--- src/rtl/mem_stage_lsu_pkg.sv ---
// Shared constants and types for the MEM-stage load/store unit.
package pearl_pkg;
  localparam logic [2:0] F3_B  = 3'b000;
  localparam logic [2:0] F3_H  = 3'b001;
  localparam logic [2:0] F3_W  = 3'b010;
  localparam logic [2:0] F3_BU = 3'b100;
  localparam logic [2:0] F3_HU = 3'b101;

  localparam int TIMEOUT_DEFAULT = 255;

  typedef enum logic [2:0] {IDLE, REQ, RSP, DRAIN, DONE} lsu_state_t;
  typedef enum logic [1:0] {SZ_B, SZ_H, SZ_W} lsu_size_t;

  // Unlisted funct3 codes fall back to a word access; BU/HU exist only for loads.
  function automatic lsu_size_t op_size(input logic [2:0] op, input logic store);
    if (op == F3_B || (!store && op == F3_BU)) return SZ_B;
    if (op == F3_H || (!store && op == F3_HU)) return SZ_H;
    return SZ_W;
  endfunction
endpackage

--- src/rtl/mem_stage_lsu_if.sv ---
// Data-memory request/grant/response bus between the LSU and memory.
interface mem_stage_lsu_if;
  logic        dmem_req_o;
  logic        dmem_we_o;
  logic [31:0] dmem_addr_o;
  logic [3:0]  dmem_be_o;
  logic [31:0] dmem_wdata_o;
  logic        dmem_gnt_i;
  logic        dmem_rvalid_i;
  logic [31:0] dmem_rdata_i;

  modport master (output dmem_req_o, dmem_we_o, dmem_addr_o, dmem_be_o, dmem_wdata_o,
                  input  dmem_gnt_i, dmem_rvalid_i, dmem_rdata_i);
  modport slave  (input  dmem_req_o, dmem_we_o, dmem_addr_o, dmem_be_o, dmem_wdata_o,
                  output dmem_gnt_i, dmem_rvalid_i, dmem_rdata_i);
endinterface

--- src/rtl/mem_stage_lsu_align.sv ---
// Byte-lane steering: enables, replicated store data, alignment check, load extraction.
module lsu_align
  import pearl_pkg::*;
(
  input  logic [2:0]  op,
  input  logic        store,
  input  logic [1:0]  offset,
  input  logic [31:0] rs2,
  input  logic [31:0] rdata,
  output logic [3:0]  be,
  output logic [31:0] wdata,
  output logic        misaligned,
  output logic [31:0] load_data
);
  lsu_size_t   sz;
  logic [31:0] shifted;

  assign sz      = op_size(op, store);
  assign shifted = rdata >> {offset, 3'b000};

  always_comb begin
    be         = 4'b1111;
    wdata      = rs2;
    misaligned = |offset;
    load_data  = rdata;
    case (sz)
      SZ_B: begin
        be         = 4'b0001 << offset;
        wdata      = {4{rs2[7:0]}};
        misaligned = 1'b0;
        load_data  = op[2] ? {24'b0, shifted[7:0]} : {{24{shifted[7]}}, shifted[7:0]};
      end
      SZ_H: begin
        be         = 4'b0011 << {offset[1], 1'b0};
        wdata      = {2{rs2[15:0]}};
        misaligned = offset[0];
        load_data  = op[2] ? {16'b0, shifted[15:0]} : {{16{shifted[15]}}, shifted[15:0]};
      end
      default: ;
    endcase
  end
endmodule

--- src/rtl/mem_stage_lsu.sv ---
// MEM-stage LSU: captures an aligned access, runs it on the dmem bus, stalls until done.
module mem_stage_lsu
  import pearl_pkg::*;
#(
  parameter int TIMEOUT_CYCLES = TIMEOUT_DEFAULT
) (
  input  logic          clk,
  input  logic          rstn,
  input  logic          flush_i,
  input  logic [31:0]   alu_result_mem,
  input  logic [31:0]   rs2_data_mem,
  input  logic [2:0]    mem_op_mem,
  input  logic          is_load_mem,
  input  logic          is_store_mem,
  mem_stage_lsu_if.master dmem,
  output logic          stall_o,
  output logic [31:0]   load_data_o,
  output logic          misaligned_o,
  output logic          bus_err_o
);
  localparam logic [7:0] TMO = 8'(TIMEOUT_CYCLES);

  lsu_state_t  state, nxt;
  logic [31:0] addr_q, wdata_q, load_data_q;
  logic [3:0]  be_q;
  logic [2:0]  op_q;
  logic        we_q, flush_pend;
  logic [7:0]  cnt;

  logic        access, use_live, go, timeout, eflush, tmo_err;
  logic [3:0]  al_be;
  logic [31:0] al_wdata, al_ld;
  logic        al_mis;

  assign access   = is_load_mem | is_store_mem;
  assign use_live = (state == IDLE);
  assign go       = use_live & access & ~flush_i & ~al_mis;
  assign timeout  = (cnt == TMO);
  // A flush that lost to a load grant is remembered and honoured in RSP.
  assign eflush   = flush_i | flush_pend;

  // Live inputs steer lanes in IDLE; captured ones drive extraction during RSP.
  lsu_align u_align (
    .op         (use_live ? mem_op_mem : op_q),
    .store      (use_live ? is_store_mem : we_q),
    .offset     (use_live ? alu_result_mem[1:0] : addr_q[1:0]),
    .rs2        (rs2_data_mem),
    .rdata      (dmem.dmem_rdata_i),
    .be         (al_be),
    .wdata      (al_wdata),
    .misaligned (al_mis),
    .load_data  (al_ld)
  );

  always_ff @(posedge clk) begin
    if (!rstn) begin
      state       <= IDLE;
      cnt         <= '0;
      addr_q      <= '0;
      wdata_q     <= '0;
      be_q        <= '0;
      op_q        <= '0;
      we_q        <= 1'b0;
      flush_pend  <= 1'b0;
      load_data_q <= '0;
    end else begin
      state <= nxt;
      if (nxt != state)                    cnt <= '0;
      else if (state == REQ || state == RSP) cnt <= cnt + 8'd1;
      if (go) begin
        addr_q  <= alu_result_mem;
        wdata_q <= al_wdata;
        be_q    <= al_be;
        op_q    <= mem_op_mem;
        we_q    <= is_store_mem;
      end
      if (state == REQ)      flush_pend <= dmem.dmem_gnt_i & flush_i & ~we_q;
      else if (state != RSP) flush_pend <= 1'b0;
      if (state == RSP && dmem.dmem_rvalid_i && !eflush) load_data_q <= al_ld;
    end
  end

  always_comb begin
    nxt     = state;
    tmo_err = 1'b0;
    case (state)
      IDLE:  if (go) nxt = REQ;
      REQ: begin
        if (dmem.dmem_gnt_i)  nxt = we_q ? DONE : RSP;
        else if (flush_i)     nxt = IDLE;
        else if (timeout) begin
          nxt     = IDLE;
          tmo_err = 1'b1;
        end
      end
      RSP: begin
        // Response and kill together: data is consumed and dropped, nothing to drain.
        if (dmem.dmem_rvalid_i) nxt = eflush ? IDLE : DONE;
        else if (eflush)        nxt = DRAIN;
        else if (timeout) begin
          nxt     = IDLE;
          tmo_err = 1'b1;
        end
      end
      DRAIN: if (dmem.dmem_rvalid_i) nxt = IDLE;
      DONE:  nxt = IDLE;
      default: nxt = IDLE;
    endcase
  end

  always_comb begin
    dmem.dmem_req_o   = (state == REQ);
    dmem.dmem_we_o    = we_q;
    dmem.dmem_addr_o  = {addr_q[31:2], 2'b00};
    dmem.dmem_be_o    = be_q;
    dmem.dmem_wdata_o = wdata_q;
    stall_o           = go || state == REQ || state == RSP || state == DRAIN;
    misaligned_o      = use_live & access & ~flush_i & al_mis;
    bus_err_o         = tmo_err;
    load_data_o       = load_data_q;
  end
endmodule

--- src/flat_wrapper.sv ---
// flat-port wrapper written by rule: the top's interface ports become plain ports
module mem_stage_lsu_flat import pearl_pkg::*;
#(
  parameter int TIMEOUT_CYCLES = TIMEOUT_DEFAULT
)
  (clk, rstn, flush_i, alu_result_mem, rs2_data_mem, mem_op_mem, is_load_mem, is_store_mem, stall_o, load_data_o, misaligned_o, bus_err_o, dmem_dmem_req_o, dmem_dmem_we_o, dmem_dmem_addr_o, dmem_dmem_be_o, dmem_dmem_wdata_o, dmem_dmem_gnt_i, dmem_dmem_rvalid_i, dmem_dmem_rdata_i);
  mem_stage_lsu_if dmem_i ();
  input  logic clk;
  input  logic rstn;
  input  logic flush_i;
  input  logic [31:0] alu_result_mem;
  input  logic [31:0] rs2_data_mem;
  input  logic [2:0] mem_op_mem;
  input  logic is_load_mem;
  input  logic is_store_mem;
  output logic stall_o;
  output logic [31:0] load_data_o;
  output logic misaligned_o;
  output logic bus_err_o;
  output wire logic [$bits(dmem_i.dmem_req_o)-1:0] dmem_dmem_req_o;
  output wire logic [$bits(dmem_i.dmem_we_o)-1:0] dmem_dmem_we_o;
  output wire logic [$bits(dmem_i.dmem_addr_o)-1:0] dmem_dmem_addr_o;
  output wire logic [$bits(dmem_i.dmem_be_o)-1:0] dmem_dmem_be_o;
  output wire logic [$bits(dmem_i.dmem_wdata_o)-1:0] dmem_dmem_wdata_o;
  input wire logic [$bits(dmem_i.dmem_gnt_i)-1:0] dmem_dmem_gnt_i;
  input wire logic [$bits(dmem_i.dmem_rvalid_i)-1:0] dmem_dmem_rvalid_i;
  input wire logic [$bits(dmem_i.dmem_rdata_i)-1:0] dmem_dmem_rdata_i;
  assign dmem_dmem_req_o = dmem_i.dmem_req_o;
  assign dmem_dmem_we_o = dmem_i.dmem_we_o;
  assign dmem_dmem_addr_o = dmem_i.dmem_addr_o;
  assign dmem_dmem_be_o = dmem_i.dmem_be_o;
  assign dmem_dmem_wdata_o = dmem_i.dmem_wdata_o;
  assign dmem_i.dmem_gnt_i = dmem_dmem_gnt_i;
  assign dmem_i.dmem_rvalid_i = dmem_dmem_rvalid_i;
  assign dmem_i.dmem_rdata_i = dmem_dmem_rdata_i;
  mem_stage_lsu #(.TIMEOUT_CYCLES(TIMEOUT_CYCLES)) u_core (.clk(clk), .rstn(rstn), .flush_i(flush_i), .alu_result_mem(alu_result_mem), .rs2_data_mem(rs2_data_mem), .mem_op_mem(mem_op_mem), .is_load_mem(is_load_mem), .is_store_mem(is_store_mem), .dmem(dmem_i), .stall_o(stall_o), .load_data_o(load_data_o), .misaligned_o(misaligned_o), .bus_err_o(bus_err_o));
endmodule
--- config.mk ---
export PLATFORM = sky130hd
export DESIGN_NAME = mem_stage_lsu_flat
export DESIGN_NICKNAME = d
export VERILOG_FILES = /design/src/rtl/mem_stage_lsu_pkg.sv /design/src/rtl/mem_stage_lsu_if.sv /design/src/rtl/mem_stage_lsu_align.sv /design/src/rtl/mem_stage_lsu.sv /design/src/flat_wrapper.sv
export SDC_FILE = /design/constraint.sdc
export NUM_CORES = 1
export LEC_CHECK = 0
export ABC_CLOCK_PERIOD_IN_PS = 2610
export CORE_UTILIZATION = 35
export CTS_CLUSTER_DIAMETER = 40
export DETAILED_ROUTE_END_ITERATION = 10
export HOLD_SLACK_MARGIN = 0.06
export PLACE_DENSITY = 0.7
export SYNTH_ARGS = -nofsm -noshare
export SYNTH_HDL_FRONTEND = slang
export SYNTH_SLANG_ARGS = --single-unit
--- constraint.sdc ---
create_clock -name clk -period 2.61 [get_ports clk]
set_input_delay 0.522 -clock clk [delete_from_list [all_inputs] [get_ports clk]]
set_output_delay 0.522 -clock clk [all_outputs]
set_load 0.02 [all_outputs]
==> results.json, run 1 <==
{
  "period_minus_slack_ns": 2.488,
  "vdd.ir_drop.worst_v": 0.0004775,
  "grt_pass1_wl_um": 28980,
  "netlist_instances": 665,
  "grt_use_total": 0.2273,
  "die_x_um": 129.7,
  "die_y_um": 129.7,
  "outcome": "finished, final reports clean",
  "swShare": 0.2772,
  "drc": 0,
  "dp.cells": 1063,
  "slowest_stage": "clkdlybuf4s50_1",
  "async_reset_ff_frac": 0,
  "final_cell_count_no_fill": 1095,
  "hp-class": "register to register",
  "max_freq_mhz": 402.0,
  "grt_antenna_before_repair": 0,
  "cp.arrival_ns": 1.97,
  "pwr-share-clk": 0.417,
  "cts-hold-fix-buffers": 0,
  "final_max_slew_viol_count": 0,
  "start_kind": "input pin",
  "avgSynthCellArea_um2": 8.582,
  "routed_wl_um": 19350,
  "synth_area_leaders": "dfxtp_1, a21oi_1, o21ai_0",
  "ant_nets": 0,
  "comb_power_share": 0.219,
  "clockBufferDepth": 2,
  "synth.most_common_cell": "dfxtp_1",
  "cp_cell_sequence": "clkdlybuf4s50_1 > a21oi_1 > nand2b_1 > o32a_2 > a21oi_1 > buf_4 > buf_2",
  "antennaDiodeCount": 0,
  "min_period_over_period": 0.9532,
  "endpoint_kind": "primary output",
  "grt_pass1_vias": 5394,
  "slew-limit-headroom": 0.5188,
  "clkSinkCount": 116,
  "wl_per_cell_um": 17.67,
  "nets": 975,
  "intPower_mw": 3.778,
  "ys_types": 56,
  "drtIter0Drc": 429,
  "synth-seq-cells": 116,
  "dp_hpwl_um": 13600,
  "rsz0062_at_grt": "no",
  "io_buffer_count": 208,
  "power_density_nw_per_um2": 606.2,
  "seq_power_share": 0.364,
  "firstDrtPassIters": 4,
  "setup.worst_path.class": "input pin to primary output",
  "synth_edf_count": 0,
  "cts_buffers": 17,
  "clock-root-buffer": "clkbuf_16",
  "synthFlopType": "dfxtp_1",
  "timing.critical_path.mode_cell": "a21oi_1",
  "critPathMaxStageDelay_ns": 0.51,
  "seq_area_frac_synth": 0.4069,
  "total_leakage_power_nw": 3.152,
  "netlist_area_um2": 5707,
  "grt_overflow": 0,
  "vias_per_cell": 5.376,
  "worst-path-max-fanout": 4,
  "dieArea_um2": 16820,
  "cts_tree": "yes",
  "core_area_um2": 15890,
  "num_vias": 5887,
  "setup_violations": 0,
  "placed_area_um2": 8054,
  "final_area_um2": 8623,
  "synth_top_cell_area_share": 0.4069,
  "fin_worst_skew_ns": 0.007479,
  "finalHoldViolations": 0,
  "place.gp.congestion": 0.8656,
  "cp.required_ns": 2.09,
  "fin_setup_tns_ns": 0,
  "clkTransAtPathRegs_ns": 0.05,
  "ys.warnings.count": 0,
  "postLayoutCoreUtil": 0.5428,
  "max_cap_viol_count": 0,
  "drive_gt1_frac": 0.1331,
  "htree_levels": 4,
  "initial_utilization": 0.3592,
  "tightest_slew_ns": 0.7218,
  "io_pins": 211,
  "grt_max_degree": 65,
  "area_delta_synth_final_pct": 51.11,
  "yosysTopAreaCell": "dfxtp_1",
  "rows": 46,
  "synth_common_cells": "dfxtp_1, a21oi_1, o21ai_0, nand3_1, nand2_1",
  "clk_latency_ns": 0.42,
  "switchingPower_mw": 1.449
}
-- layer usage --
metal | global-route usage | up-vias | share of wire
li1 | - | 2854 | -
met2 | 0.3507 | 230 | 0.46
met5 | 0 | - | 0
met4 | 0.1108 | 0 | 0.030
met1 | 0.3032 | 2767 | 0.45
met3 | 0.04592 | 36 | 0.060
-- sequential cells by signal (all words and copies together), names as in the netlist --
signal	flops
u_core.flush_pend	1
u_core.load_data_o	32
u_core.dmem.dmem_be_o	4
u_core.dmem.dmem_we_o	1
u_core.state	3
u_core.op_q	3
u_core.addr_q	32
u_core.cnt	8
u_core.dmem.dmem_wdata_o	32
-- cell usage in the layout (no fill, tap or decap), drive strengths merged, types with 5 or more instances in the layout --
cell / netlist / final
a31oi: 7 / 7
o31ai: 5 / 5
nand2b: 12 / 12
mux2i: 22 / 22
a21oi: 82 / 82
clkbuf: 25 / 27
mux2: 9 / 9
o211ai: 6 / 6
a311oi: 9 / 9
inv: 5 / 5
a211oi: 12 / 12
o22a: 6 / 6
nand4: 5 / 5
dfxtp: 116 / 116
o2bb2ai: 6 / 6
nand2: 52 / 52
clkdlybuf4s50: 0 / 205
a221o: 16 / 16
o21ai: 73 / 73
nand3: 53 / 53
nor2: 17 / 17
o22ai: 11 / 11
nor3: 12 / 12
buf: 60 / 61
-- path summary, 6_finish.rpt --
| check | slack [ns] | to | from | cells past startpoint |
|---|---|---|---|---|
| worst min-delay path | 0.47 | u_core.load_data_o[8] | u_core.load_data_o[8] | 2 |
| worst max-delay path | 0.12 | misaligned_o | is_store_mem | 7 |
| worst min register to register | 0.47 | u_core.load_data_o[8] | u_core.load_data_o[8] | 2 |
| worst max register to register | 0.23 | u_core.load_data_o[14] | u_core.state[1] | 6 |
-- layout make-up --
type | instances | area, µm²
Fill cell | 1499 | 7262
Multi-Input combinational cell | 460 | 2910
Timing Repair Buffer | 268 | 2555
Sequential cell | 116 | 2323
Clock buffer | 25 | 495.5
Tap cell | 216 | 270.3
Clock inverter | 5 | 50.05
Inverter | 5 | 18.77
-- repair_timing --
action | 4_1_cts | 5_1_grt
gates resized for setup | 9 | 7
pin swaps | 0 | 1
endpoints found under the setup margin | 3 | 22
setup buffers | 0 | 2
endpoints found under the hold margin | 0 | 0
-- power groups by stage --
stage	registers (mW)	clock network (mW)	logic [mW]
floorplan	1.99	0	0.563
global placement	1.94	0	1.13
detailed placement	1.94	0	1.14
CTS	1.90	2.21	1.14
global route	1.91	2.29	1.22
finish	1.90	2.18	1.15
-- cell families after synthesis --
family	count (synthesis)	synth area share
AO/OA/AOI/OAI	246	0.2730
adder cells (fa/ha/maj)	1	0.002192
AND/OR/NAND/NOR	171	0.1484
flip-flops	116	0.4069
other	1	0.0006571
XOR/XNOR	7	0.01074
multiplexers	33	0.06862
buffers and inverters	90	0.08945
-- metrics by stage --
stage,worst slack [ns],power [mW],hold slack (ns)
6_report,0.1222,5.227,0.4700
5_1_grt,0.04000,5.425,0.4834
4_1_cts,0.008954,5.254,0.4700
3_5_place_dp,-0.3019,3.074,0.4607
3_3_place_gp,-0.2824,3.068,0.4503
2_1_floorplan,0.1792,2.552,0.4542
-- critical path: cells and delay by family --
family	cells	cell delay, ns
buf+inv	3	0.83
compound gates	3	0.45
simple gates	1	0.17
Note: power is estimated with default switching activity, not from simulation.
==> run 2, diff against run 1 <==
--- a/config.mk
+++ b/config.mk
@@ -6,11 +6,12 @@
 export NUM_CORES = 1
 export LEC_CHECK = 0
 export ABC_CLOCK_PERIOD_IN_PS = 2610
-export CORE_UTILIZATION = 35
+export CORE_UTILIZATION = 45
 export CTS_CLUSTER_DIAMETER = 40
 export DETAILED_ROUTE_END_ITERATION = 10
 export HOLD_SLACK_MARGIN = 0.06
-export PLACE_DENSITY = 0.7
+export PLACE_DENSITY = 0.85
 export SYNTH_ARGS = -nofsm -noshare
 export SYNTH_HDL_FRONTEND = slang
 export SYNTH_SLANG_ARGS = --single-unit
+export TNS_END_PERCENT = 5
==> results.json, run 2 (synthesis gave the netlist of run 1 again) <==
{
  "outcome": "finished, final reports clean",
  "rr_endpoint": "u_core.dmem.dmem_wdata_o[28]",
  "firstDrtPassIters": 7,
  "ant_nets": 0,
  "holdWs_ns": 0.4719,
  "cp.arrival_ns": 1.94,
  "startpoint": "u_core.state[2]",
  "vias_per_cell": 5.931,
  "cp_cell_sequence": "nor3_4 > o32a_2 > a21oi_1 > buf_4 > buf_4",
  "grt_overflow": 0,
  "slew-limit-headroom": 0.5535,
  "drtIter0Drc": 493,
  "num_vias": 6145,
  "final_max_slew_viol_count": 0,
  "grt_antenna_before_repair": 0,
  "final_area_um2": 8466,
  "grt_pass1_wl_um": 30400,
  "io_pins": 211,
  "drc": 0,
  "clk_latency_ns": 0.41,
  "tightest_slew_ns": 0.6698,
  "clockBufferDepth": 2,
  "dieArea_um2": 13140,
  "die_y_um": 114.6,
  "cts_tree": "yes",
  "worst-path-max-fanout": 10,
  "final_common_cell": "clkdlybuf4s50_1",
  "r2r_setup_slack_ns": 0.24,
  "fin_setup_tns_ns": 0,
  "drive_gt1_frac": 0.1221,
  "nFillCells": 945,
  "finalHoldViolations": 0,
  "initial_utilization": 0.4692,
  "setup.worst_path.end": "misaligned_o",
  "rows": 40,
  "clkSinkCount": 116,
  "critPathTopFamily": "flip-flops",
  "placed_area_um2": 7904,
  "grt_pass1_vias": 5901,
  "endpoint_kind": "primary output",
  "cp.required_ns": 2.09,
  "hp-class": "register to register",
  "timing.critical_path.mode_cell": "buf_4",
  "start_kind": "register",
  "critical_path_buf_inv_count": 2,
  "setup_violations": 0,
  "critPathMaxStageDelay_ns": 0.58,
  "finalPower_mw": 5.191,
  "io_buffer_count": 208,
  "grt_use_total": 0.3007,
  "min_path_cells": 2,
  "fin_worst_skew_ns": 0.008664,
  "core_area_um2": 12160,
  "max_freq_mhz": 405.6,
  "multi_input_comb_area_um2": 2903,
  "htree_levels": 4,
  "setup.worst_path.class": "register to primary output",
  "die_x_um": 114.6,
  "vdd.ir_drop.worst_v": 0.0003056,
  "worst-path-stages": 5,
  "dp_hpwl_um": 13900,
  "routed_wl_um": 19800,
  "place.gp.congestion": 0.9261,
  "power_density_nw_per_um2": 613.2,
  "clkTransAtPathRegs_ns": 0.05,
  "cts-hold-fix-buffers": 0,
  "final_cell_mix": "clkdlybuf4s50_1, dfxtp_1, a21oi_1, o21ai_0, nand3_1",
  "antennaDiodeCount": 0,
  "nets": 964,
  "register_area_um2": 2326,
  "worstRegToRegCells": 7,
  "min_period_over_period": 0.9446,
  "slowest_stage": "dfxtp_1",
  "rsz0062_at_grt": "no",
  "total_leakage_power_nw": 3.096,
  "r2r_start": "u_core.state[2]",
  "grt_max_degree": 64,
  "wl_per_cell_um": 19.12,
  "period_minus_slack_ns": 2.466,
  "area_delta_synth_final_pct": 48.34,
  "cts_buffers": 17,
  "max_cap_viol_count": 0,
  "clock-root-buffer": "clkbuf_16"
}
-- run 2: layout make-up --
| type | count | share of cell area |
|---|---|---|
| clock buffers | 25 | 0.05853 |
| clock inverters | 5 | 0.005912 |
| inverters | 5 | 0.002217 |
| multi-input cells | 460 | 0.3429 |
| flip-flops and latches | 116 | 0.2748 |
| well taps | 168 | 0.02483 |
| repair buffers | 257 | 0.2909 |
-- run 2: stage by stage --
step,setup slack [ns],utilization,std cells
floorplan,0.1792,-,666
global placement,-0.2524,0.6499,1005
detailed placement,-0.3021,0.6499,1005
CTS,0.004839,0.6948,1035
global route,0.05989,0.6961,1036
finish,0.1445,0.6961,1036
-- run 2: how the worst min path moves through the flow --
| stage | startpoint | endpoint | slack [ns] |
|---|---|---|---|
| after CTS | u_core.dmem.dmem_wdata_o[1] | u_core.dmem.dmem_wdata_o[1] | 0.47 |
| after floorplan | u_core.addr_q[10] | u_core.addr_q[10] | 0.45 |
| final | u_core.dmem.dmem_wdata_o[31] | u_core.dmem.dmem_wdata_o[31] | 0.47 |
| after global placement | u_core.load_data_o[9] | u_core.load_data_o[9] | 0.45 |
| after global routing | u_core.addr_q[20] | u_core.addr_q[20] | 0.49 |
| after detailed placement | u_core.dmem.dmem_wdata_o[31] | u_core.dmem.dmem_wdata_o[31] | 0.46 |
-- run 2: worst register-to-register path, delay by kind of cell, from the launching register on --
kind,cells,cell delay [ns]
flops,1,0.43
simple gates,2,0.38
buf+inv,2,0.74
compound gates,3,0.74
-- run 2: per-layer routing --
metal  GRT usage  vias to the layer above  share of wire
li1            -                     2835              -
met1      0.3639                     2893           0.39
met2      0.5002                      354           0.49
met3     0.06723                       63          0.084
met4      0.1558                        0          0.033
met5           0                        -              0
-- run 2: repair_timing --
action	in CTS	in global routing
setup endpoints to repair	3	19
gates resized for setup	9	6
pin swaps	0	1
endpoints found under the hold margin	0	0
setup buffers	0	1
-- run 2: where the power goes --
part | switching [mW] | leakage, nW | internal, mW
registers | 0.0545 | 0.943 | 1.86
logic | 0.611 | 1.88 | 0.517
clock network | 0.762 | 0.273 | 1.39
total | 1.43 | 3.10 | 3.76
